[config.mk]
export PLATFORM = sky130hd
export DESIGN_NAME = bg_tile_line_fetcher
export DESIGN_NICKNAME = d
export VERILOG_FILES = /design/src/rtl/bg_tile_line_fetcher.sv
export SDC_FILE = /design/constraint.sdc
export NUM_CORES = 1
export LEC_CHECK = 0
export BUFFER_PORTS_ARGS = -buffer_cell sky130_fd_sc_hd__buf_2
export CAP_MARGIN = 0
export CORE_MARGIN = 4
export CORE_UTILIZATION = 53
export CTS_BUF_LIST = sky130_fd_sc_hd__clkbuf_8 sky130_fd_sc_hd__clkbuf_16
export CTS_CLUSTER_DIAMETER = 50
export CTS_CLUSTER_SIZE = 14
export DETAILED_ROUTE_END_ITERATION = 7
export PLACE_DENSITY = 0.8
export RECOVER_POWER = 50
export SETUP_SLACK_MARGIN = 0.3
export SLEW_MARGIN = 10
export SYNTH_ARGS = -nofsm -noshare
export SYNTH_HDL_FRONTEND = slang
export SYNTH_SLANG_ARGS = --single-unit
[constraint.sdc]
create_clock -name clock -period 3.65 [get_ports clock]
set_input_delay 0.73 -clock clock [delete_from_list [all_inputs] [get_ports clock]]
set_output_delay 0.73 -clock clock [all_outputs]
set_load 0.1 [all_outputs]
[src/rtl/bg_tile_line_fetcher.sv]
// Background tile line fetcher for the HuC6270 VDC model.
// For each 8-pixel chunk on a scanline it reads the BAT entry, then the
// plane 0/1 and plane 2/3 words of the referenced tile row, and hands the
// four planar bytes plus the palette to the pixel extractor.
module bg_tile_line_fetcher #(
    parameter int VRAM_AW = 16,
    parameter int CNT_W   = 7
) (
    input  logic               clock,
    input  logic               reset,
    input  logic               start,
    input  logic [9:0]         scroll_x,
    input  logic [8:0]         bg_y,
    input  logic [1:0]         map_w,
    input  logic               map_h,
    input  logic [CNT_W-1:0]   num_chunks,
    output logic [VRAM_AW-1:0] vram_addr,
    output logic               vram_rd,
    input  logic               vram_ready,
    input  logic [15:0]        vram_rdata,
    input  logic               vram_rvalid,
    output logic [31:0]        line_bytes,
    output logic [3:0]         palette,
    output logic               out_valid,
    input  logic               out_ready,
    output logic               busy,
    output logic               done
);

    typedef enum logic [3:0] {
        S_IDLE,
        S_BAT_REQ,
        S_BAT_WAIT,
        S_P01_REQ,
        S_P01_WAIT,
        S_P23_REQ,
        S_P23_WAIT,
        S_EMIT,
        S_DONE
    } state_t;

    state_t state, state_nx;

    // Per-line parameters latched at start so upstream may change them mid-line
    logic [6:0]       col;
    logic [8:0]       bgy;
    logic [1:0]       mapw;
    logic             maph;
    logic [CNT_W-1:0] nchunks;
    logic [CNT_W-1:0] cnt;
    logic [11:0]      tile_idx;

    // Fine X scroll is applied by the extractor, not here
    logic unused_fine_x;
    assign unused_fine_x = ^scroll_x[2:0];

    logic [6:0]         wmask;
    logic [6:0]         col_n;
    logic [5:0]         row;
    logic [12:0]        row_off;
    logic [VRAM_AW-1:0] bat_addr;
    logic [VRAM_AW-1:0] tile_base;
    logic [VRAM_AW-1:0] tile_hi;

    // BAT and tile-row address arithmetic from the latched line parameters
    always_comb begin
        wmask   = 7'd127;
        row_off = '0;
        case (mapw)
            2'd0:    wmask = 7'd31;
            2'd1:    wmask = 7'd63;
            default: wmask = 7'd127;
        endcase
        col_n = (col + 7'(cnt)) & wmask;
        row   = bgy[8:3] & (maph ? 6'd63 : 6'd31);
        case (mapw)
            2'd0:    row_off = {2'b00, row, 5'b0};
            2'd1:    row_off = {1'b0, row, 6'b0};
            default: row_off = {row, 7'b0};
        endcase
        bat_addr  = VRAM_AW'(row_off) + VRAM_AW'(col_n);
        tile_base = VRAM_AW'({tile_idx, 4'b0}) + VRAM_AW'(bgy[2:0]);
        tile_hi   = tile_base + VRAM_AW'(8);
    end

    // State register
    always_ff @(posedge clock) begin
        if (reset) begin
            state <= S_IDLE;
        end else begin
            state <= state_nx;
        end
    end

    // Next-state logic and the request/handshake outputs decoded from state
    always_comb begin
        state_nx  = state;
        vram_rd   = 1'b0;
        vram_addr = '0;
        out_valid = 1'b0;
        case (state)
            S_IDLE: begin
                if (start) begin
                    state_nx = (num_chunks == '0) ? S_DONE : S_BAT_REQ;
                end
            end
            S_BAT_REQ: begin
                vram_rd   = 1'b1;
                vram_addr = bat_addr;
                if (vram_ready) state_nx = S_BAT_WAIT;
            end
            S_BAT_WAIT: begin
                if (vram_rvalid) state_nx = S_P01_REQ;
            end
            S_P01_REQ: begin
                vram_rd   = 1'b1;
                vram_addr = tile_base;
                if (vram_ready) state_nx = S_P01_WAIT;
            end
            S_P01_WAIT: begin
                if (vram_rvalid) state_nx = S_P23_REQ;
            end
            S_P23_REQ: begin
                vram_rd   = 1'b1;
                vram_addr = tile_hi;
                if (vram_ready) state_nx = S_P23_WAIT;
            end
            S_P23_WAIT: begin
                if (vram_rvalid) state_nx = S_EMIT;
            end
            S_EMIT: begin
                out_valid = 1'b1;
                if (out_ready) begin
                    state_nx = ((cnt + CNT_W'(1)) == nchunks) ? S_DONE : S_BAT_REQ;
                end
            end
            S_DONE: begin
                state_nx = S_IDLE;
            end
            default: begin
                state_nx = S_IDLE;
            end
        endcase
    end

    // Line parameter latch, chunk counter and busy/done flags
    always_ff @(posedge clock) begin
        if (reset) begin
            col     <= '0;
            bgy     <= '0;
            mapw    <= '0;
            maph    <= 1'b0;
            nchunks <= '0;
            cnt     <= '0;
            busy    <= 1'b0;
            done    <= 1'b0;
        end else begin
            done <= (state == S_DONE);
            if (state == S_IDLE && start) begin
                col     <= scroll_x[9:3];
                bgy     <= bg_y;
                mapw    <= map_w;
                maph    <= map_h;
                nchunks <= num_chunks;
                cnt     <= '0;
                busy    <= 1'b1;
            end
            if (state == S_DONE) begin
                busy <= 1'b0;
            end
            if (state == S_EMIT && out_ready) begin
                cnt <= cnt + CNT_W'(1);
            end
        end
    end

    // Capture read replies; rvalid is only honoured in the matching wait state
    always_ff @(posedge clock) begin
        if (reset) begin
            tile_idx   <= '0;
            palette    <= '0;
            line_bytes <= '0;
        end else if (vram_rvalid) begin
            case (state)
                S_BAT_WAIT: begin
                    tile_idx <= vram_rdata[11:0];
                    palette  <= vram_rdata[15:12];
                end
                S_P01_WAIT: line_bytes[15:0]  <= vram_rdata;
                S_P23_WAIT: line_bytes[31:16] <= vram_rdata;
                default: ;
            endcase
        end
    end

endmodule
==> summary.md, run 1 <==
| Metric | Value |
|---|---|
| Status | finished, violations left |
| Failing checks | negative setup slack |
| Cell taking the most area after synthesis | dfxtp_1 |
| R2r setup slk | 1420 ps |
| Fin crit period | 3980 ps |
| Netlist area before placement | 4220 um2 |
| Final Max Slew Viols | 0 |
| Final WL | 11,300 um |
| Crit path from | cnt[1]$_SDFFE_PP0P_ |
| Total power | 2.39 mW |
| Crit Path Class | flop to output port |
| FMAX | 251 MHz |
| Leakage power | 2.00 nW |
| DP Worst Slack | -21.5 ps |
| Vias per cell | 5.47 |
| Clock latency on the worst-skew pair | 370 ps |
| Crit-path max FO | 4 |
| HPWL after DPL | 8030 um |
| Sequential area share after synthesis | 41.3% |
| Die H | 97.2 um |
| Synth Area in XOR/XNOR | 5.16% |
| Crit start category | flop |
| Simple logic cell fraction of the synthesized area | 24.6% |
| WHS Endpoint | tile_idx[11]$_SDFFE_PP0P_ |
| Peak supply drop | 0.000254 V |
| Initial antenna violation count | 0 |
| Ys Warns | 0 |
| Ys flop type | dfxtp_1 |
| Rows | 32 |
| Worst EP arrival | 3250 ps |
| Final Util | 68.9% |
| Power Dens Cells | 449 nW/um2 |
| Main combinational cell family by area after synthesis | simple AND/OR/NAND/NOR gates |
| DR vias | 4,021 |
| Largest net degree at the start of global routing | 81 |
| CTS Buf Count | 9 |
| GR Overflow Total | 0 |
| CTS clk-pin slew, worst paths | 110 ps |
| Antenna Cells | 0 |
| Clock buffer depth | 2 |
| Post-synth EDFFs | 0 |
| # H-tree levels | 3 |
| CTS Sinks | 87 |
| Reg2reg start | state[2]$_SDFFE_PP0P_ |
| Post-Syn Instances | 526 |
| Layout cell share with drive strength beyond 1 | 22.4% |
| Fin. Hold Viols | 0 |
| Yosys reg bits | 87 |
| DRT antenna net count | 0 |
| Final worst slack | -328 ps |
| Gr usage total | 24.2% |
| Synth cell count leaders | 139 x nand2_1, 87 x dfxtp_1, 69 x a21oi_1, 35 x nor2_1, 22 x mux2i_1 |
| CTS tree | yes |
| Beginning of the worst hold path | tile_idx[11]$_SDFFE_PP0P_ |
| Post-synthesis compound-gate area fraction | 15.6% |
| Hold WC Path Type | flop to flop |
| Largest cells by area after synthesis | dfxtp_1 41%, nand2_1 12%, a21oi_1 8.2% |
| Terminus of the critical flop-to-flop path | cnt[2]$_SDFFE_PP0P_ |
| Die area | 9450 um2 |
| Top-count cell post-synth | nand2_1 |
| Syn nets | 588 |
| Data required time at the worst endpoint | 2920 ps |
| Period utilization | 109% |
| Post-synthesis mux area share | 5.49% |
| Initial DRC Count | 166 |
| CTS Root Cell | clkbuf_8 |
| Routability cong. | 0.845 |
| Core footprint | 7730 um2 |
| Vias in the first global route | 4,067 |
| Clock Skew | 11.7 ps |
| Relative slew margins | 18.2% |
| Post-Synth Adder-Cell Area | 3.62% |
| Final setup vio count | 8 |
| Cell variety after synth | 52 |
| Asr flop ratio synth | 0% |
| RSZ-0062 raised after global routing | yes |
| CP endpoint kind | output port |
| Post-synth top area share | 41.3% |
| Drt first pass iters | 4 |
| Initial Utilization | 54.6% |
| I/O pin count | 107 |
| Worst slew pin tran | 1230 ps |
| Fin Hold WS | 458 ps |
| DR WL/cell | 15.4 um |
| Syn Area/Cell | 8.02 um2 |
| Max cap viols | 0 |
| Port Buf Inserts | 103 |
| Nets | 690 |
| DRC | 0 |
| First-pass GRT wire length | 19,100 um |
| Hold Crit Depth | 2 |
| Worst r2r path cells | 6 |
| Setup Total Neg Slack | -1720 ps |
| Layout area overhead | 26.2% |
| Chip Width | 97.2 um |
-- critical path, stage by stage, from the launching register on --
cell	delay, ps
dfxtp_2	350
ha_4	230
a21o_1	170
a21oi_2	160
o21bai_1	90
a21oi_2	180
xor2_1	100
nor2_1	110
ha_2	200
inv_2	50
fa_2	420
nand4b_1	230
xnor2_1	180
a22o_4	260
buf_12	160
-- cells by family (layout without fill, tap and decap cells) --
| family | Yosys count | count (layout) |
|---|---|---|
| AO/OA/AOI/OAI | 114 | 114 |
| AND/OR/NAND/NOR | 228 | 228 |
| multiplexers | 23 | 23 |
| buffers and inverters | 39 | 146 |
| flip-flops | 87 | 87 |
| adder cells (fa/ha/maj) | 11 | 11 |
| XOR/XNOR | 24 | 24 |
-- how the worst max path moves through the flow --
stage	end	cells after the start
floorplan	vram_addr[13]	7
global placement	vram_addr[8]	12
detailed placement	vram_addr[11]	14
CTS	vram_addr[11]	14
global route	vram_addr[11]	14
finish	vram_addr[11]	14
-- per-layer routing --
| metal | vias up | global-route usage (%) | routed length [um] |
|---|---|---|---|
| li1 | 1978 | - | - |
| met5 | - | 0 | 0 |
| met3 | 24 | 6.17 | 866 |
| met2 | 164 | 40.2 | 5460 |
| met4 | 0 | 9.27 | 246 |
| met1 | 1855 | 30.3 | 4760 |
-- power breakdown --
part	switching, mW	leakage (nW)	internal [mW]
Combinational	0.459	1.20	0.187
Sequential	0.0702	0.708	1.01
Clock	0.403	0.0959	0.268
-- cell usage in the layout (no fill, tap or decap), drive strengths merged, types with 14 or more instances in the layout --
| cell type | synthesis | routed |
|---|---|---|
| o21ai | 20 | 20 |
| xnor2 | 16 | 16 |
| inv | 9 | 14 |
| dfxtp | 87 | 87 |
| a21oi | 69 | 69 |
| clkbuf | 16 | 47 |
| mux2i | 22 | 22 |
| nor2 | 35 | 35 |
| nand2 | 140 | 140 |
| buf | 14 | 83 |
-- timing repair --
action / CTS / global route
gates resized for setup: 15 / 5
hold buffers: 0 / 0
buffers inserted: 8 / 2
endpoints found under the setup margin: 9 / 10
pin swaps: 18 / 16
-- state kept, by name, indices dropped and copies added (netlist names) --
register and flops:
cnt 7, line_bytes 32, bgy 9, palette 4
state 4, busy 1, tile_idx 12, col 7
mapw 2, nchunks 7, done 1, maph 1
-- cell type report --
class / instances / area (um2)
sequential: 87 / 1750
fill: 643 / 2400
clock inverter: 7 / 70.1
clock buffer: 9 / 124
multi-input combinational: 400 / 2490
inverter: 9 / 33.8
timing repair buffer: 121 / 729
tap: 102 / 128
-- per-stage QoR --
stage	instances	cell area (um2)
final	735	5320
after global routing	735	5320
after CTS	733	5340
after detailed placement	709	5030
after global placement	709	5030
after floorplan	526	4350
No activity file was read; power rests on OpenSTA's default activity.
==> run 2, diff against run 1 <==
- ABC_AREA: default -> 1
==> run 2 against run 1 <==
Effect of this change:
- the run still ends with negative setup slack left
- count of clock-buffer cells in the layout is the same
- first-iteration DRC count increased to 2.5 times the previous value
- worst setup slack worse by 25 ps
- hold slack worse by 11 ps
- register-to-register slack got worse by 680 ps
- total power increased by 34%
- sequential share of layout area fell by 1.6 points
- combinational power is 110% higher
==> summary.md, run 2 <==
| Metric | Value |
|---|---|
| Clock Skew | 9.20 ps (-2.49 ps) |
| DR WL/cell | 17.4 um (+13%) |
| Commonest non-fill, non-tap cells in the layout | 92 x nor2_1, 83 x nand2_1, 81 x dfxtp_1 |
| Top-count cell post-synth | nand2_1 |
| Chip Width | 96.3 um (-0.89%) |
| Synth cell count leaders | 95 x nand2_1, 94 x nor2_1, 87 x dfxtp_1, 73 x o21ai_0, 62 x inv_1 |
| Beginning of the worst hold path | palette[0]$_SDFFE_PP0P_ |
| FMAX | 250 MHz (-0.62%) |
| Design area | 5600 um2 (+5.2%) |
| Non-filler instance count after layout | 830 (+13%) |
| Clock power frac | 21.6% (-6.4 points) |
| DP Worst Slack | -9.75 ps (+11.8 ps) |
| Ys flop type | dfxtp_1 |
| Crit path from | cnt[2]$_SDFFE_PP0P_ |
| Combinational Power Share | 42.4% (+15 points) |
| Syn nets | 653 (+11%) |
| Gr usage total | 29.9% (+5.6 points) |
| Worst slew pin tran | 1250 ps (+18.5 ps) |
| CTS clk-pin slew, worst paths | 100 ps (about the same) |
| Crit Path Class | flop to output port |
| Clock latency on the worst-skew pair | 370 ps (about the same) |
| Total power | 3.21 mW (+34%) |
| Ys Warns | 0 (unchanged) |
| Multi-input gate area | 2300 um2 (-7.4%) |
| Crit-path max FO | 3 (-1) |
| Max reg flops | 32 (unchanged) |
| Yosys reg bits | 87 (unchanged) |
| Power Dens Cells | 573 nW/um2 (+28%) |
| Hold WC Path Type | flop to flop |
| Post-synth top area share | 42.1% (+0.81 points) |
| Clock buffer depth | 2 (unchanged) |
| Final WL | 14,500 um (+28%) |
| Reg2reg start | state[3]$_SDFFE_PP0P_ |
| Layout cell share with drive strength beyond 1 | 26.9% (+4.5 points) |
| Net switching fraction of the power | 47.0% (+8.1 points) |
| Initial DRC Count | 415 (+150%) |
| Initial Utilization | 55.8% (+1.3 points) |
| Vias in the first global route | 4,540 (+12%) |
| Port Buf Inserts | 103 (unchanged) |
| Largest net degree at the start of global routing | 57 (-30%) |
| Worst r2r path cells | 10 (+4) |
| Cell variety after synth | 38 (-27%) |
| CP endpoint kind | output port |
| Placed cells | 774 (+9.2%) |
| Setup Total Neg Slack | -1520 ps (+196 ps) |
| Sequential area share after synthesis | 42.1% (+0.81 points) |
| Cell taking the most area after synthesis | dfxtp_1 |
| Asr flop ratio synth | 0% (unchanged) |
| Fill cells | 556 (-14%) |
| CTS Buf Count | 9 (unchanged) |
| Top flop regs | line_bytes x32, tile_idx x12, bgy x9 |
| Antenna Cells | 0 (unchanged) |
| Post-Place Cell Area | 4850 um2 (-3.5%) |
| Largest cells by area after synthesis | dfxtp_1 42%, o21ai_0 8.8%, nand2_1 8.6% |
| HPWL after DPL | 8230 um (+2.5%) |
| I/O pin count | 107 (unchanged) |
| Rows | 31 (-3.1%) |
| Initial antenna violation count | 0 (unchanged) |
| Post-Syn Instances | 591 (+12%) |
| Final worst slack | -353 ps (-24.9 ps) |
| Core footprint | 7410 um2 (-4.1%) |
| Netlist area before placement | 4140 um2 (-1.9%) |
| Drt first pass iters | 6 (+2) |
| RSZ-0062 raised after global routing | yes |
| Worst EP arrival | 3270 ps (+20 ps) |
| Status | finished, violations left |
| DRC | 0 (unchanged) |
| Final Max Slew Viols | 0 (unchanged) |
| Syn Area/Cell | 7.00 um2 (-13%) |
| Final Util | 75.6% (+6.7 points) |
| Layout area overhead | 35.4% |
| First-pass GRT wire length | 21,500 um (+13%) |
| DRT antenna net count | 0 (unchanged) |
| Leakage power | 2.39 nW (+20%) |
| Relative slew margins | 16.6% (-1.6 points) |
| CTS Root Cell | clkbuf_8 |
| Vias per cell | 5.69 (+4.0%) |
| Nets | 788 (+14%) |
| Die H | 96.3 um (-0.89%) |
| DR vias | 4,724 (+17%) |
| FF+latch area | 1760 um2 (+0.21%) |
| Max cap viols | 0 (unchanged) |
| Routability cong. | 0.910 (+7.7%) |
| Final setup vio count | 5 (-3) |
| Biggest register | line_bytes |
| Crit start category | flop |
| Fin. Hold Viols | 0 (unchanged) |
| Die area | 9280 um2 (-1.8%) |
| Hold Crit Depth | 2 (unchanged) |
| Fin Hold WS | 446 ps (-11.4 ps) |
| GR Overflow Total | 0 (unchanged) |
| Peak supply drop | 0.000456 V (+80%) |
| Post-synth EDFFs | 0 (unchanged) |
| CTS tree | yes |
| P_sw | 1.51 mW (+62%) |
| # H-tree levels | 3 (unchanged) |
| Commonest non-fill, non-tap cell in the layout | nor2_1 |
| Internal | 1.70 mW (+16%) |
| Fin crit period | 4000 ps (+24.9 ps) |
| Sequential group share of total power | 36.0% (-9.0 points) |
| Period utilization | 110% (+0.68 points) |
| CTS Sinks | 87 (unchanged) |
| Failing checks | negative setup slack |
| Data required time at the worst endpoint | 2920 ps (about the same) |
-- run 2: what timing repair did --
| item | in CTS | in global routing |
|---|---|---|
| gates resized for setup | 46 | 34 |
| setup endpoints to repair | 9 | 11 |
| hold buffers | 0 | 0 |
| pin swaps | 14 | 13 |
| cloned | 0 | 0 |
| setup buffers | 33 | 7 |
-- run 2: cell families after synthesis --
group	after synthesis	share of synthesized area [%]
buffers and inverters	95	8.89
adder cells (fa/ha/maj)	11	3.69
flip-flops	87	42.1
AO/OA/AOI/OAI	153	20.0
AND/OR/NAND/NOR	241	24.5
XOR/XNOR	4	0.847
-- run 2: path summary, 6_finish.rpt --
check / to / slack, ps
worst max-delay path: vram_addr[9] / -350
worst min-delay path: palette[0]$_SDFFE_PP0P_ / 450
worst max register to register: cnt[1]$_SDFFE_PP0P_ / 740
worst min register to register: palette[0]$_SDFFE_PP0P_ / 450
-- run 2: per-layer routing --
metal  GRT usage (%)  wire, um
met4            14.0       829
met5               0         0
met3            8.21      1320
met2            49.9      6810
met1            35.4      5500
-- run 2: critical path: stages (launching register included) --
cell and delay [ps]:
dfxtp_4 370, ha_4 300, nand2_4 70, nand3_4 90, nand2_2 70, nand2_1 80, a21o_1 180, o21ai_2 90
a21oi_2 100, ha_2 190, inv_2 40, fa_2 380, nor2_4 140, buf_6 110, buf_6 90, inv_4 30
o21ai_2 130, nand3_2 120, o21ai_4 100, buf_12 190
-- run 2: final cells by class --
type / count / area share [%]
Clock buffer: 9 / 2.21
Multi-Input combinational cell: 409 / 41.1
Timing Repair Buffer: 147 / 16.7
Sequential cell: 87 / 31.4
Clock inverter: 7 / 1.50
Tap cell: 99 / 2.21
Inverter: 72 / 4.92
-- run 2: power groups by stage --
| stage | sequential [mW] | clock (mW) | combinational (mW) |
|---|---|---|---|
| global placement | 1.16 | 0 | 1.17 |
| floorplan | 1.28 | 0 | 0.816 |
| finish | 1.15 | 0.695 | 1.36 |
| CTS | 1.15 | 0.701 | 1.26 |
| detailed placement | 1.17 | 0 | 1.21 |
| global route | 1.17 | 0.740 | 1.45 |
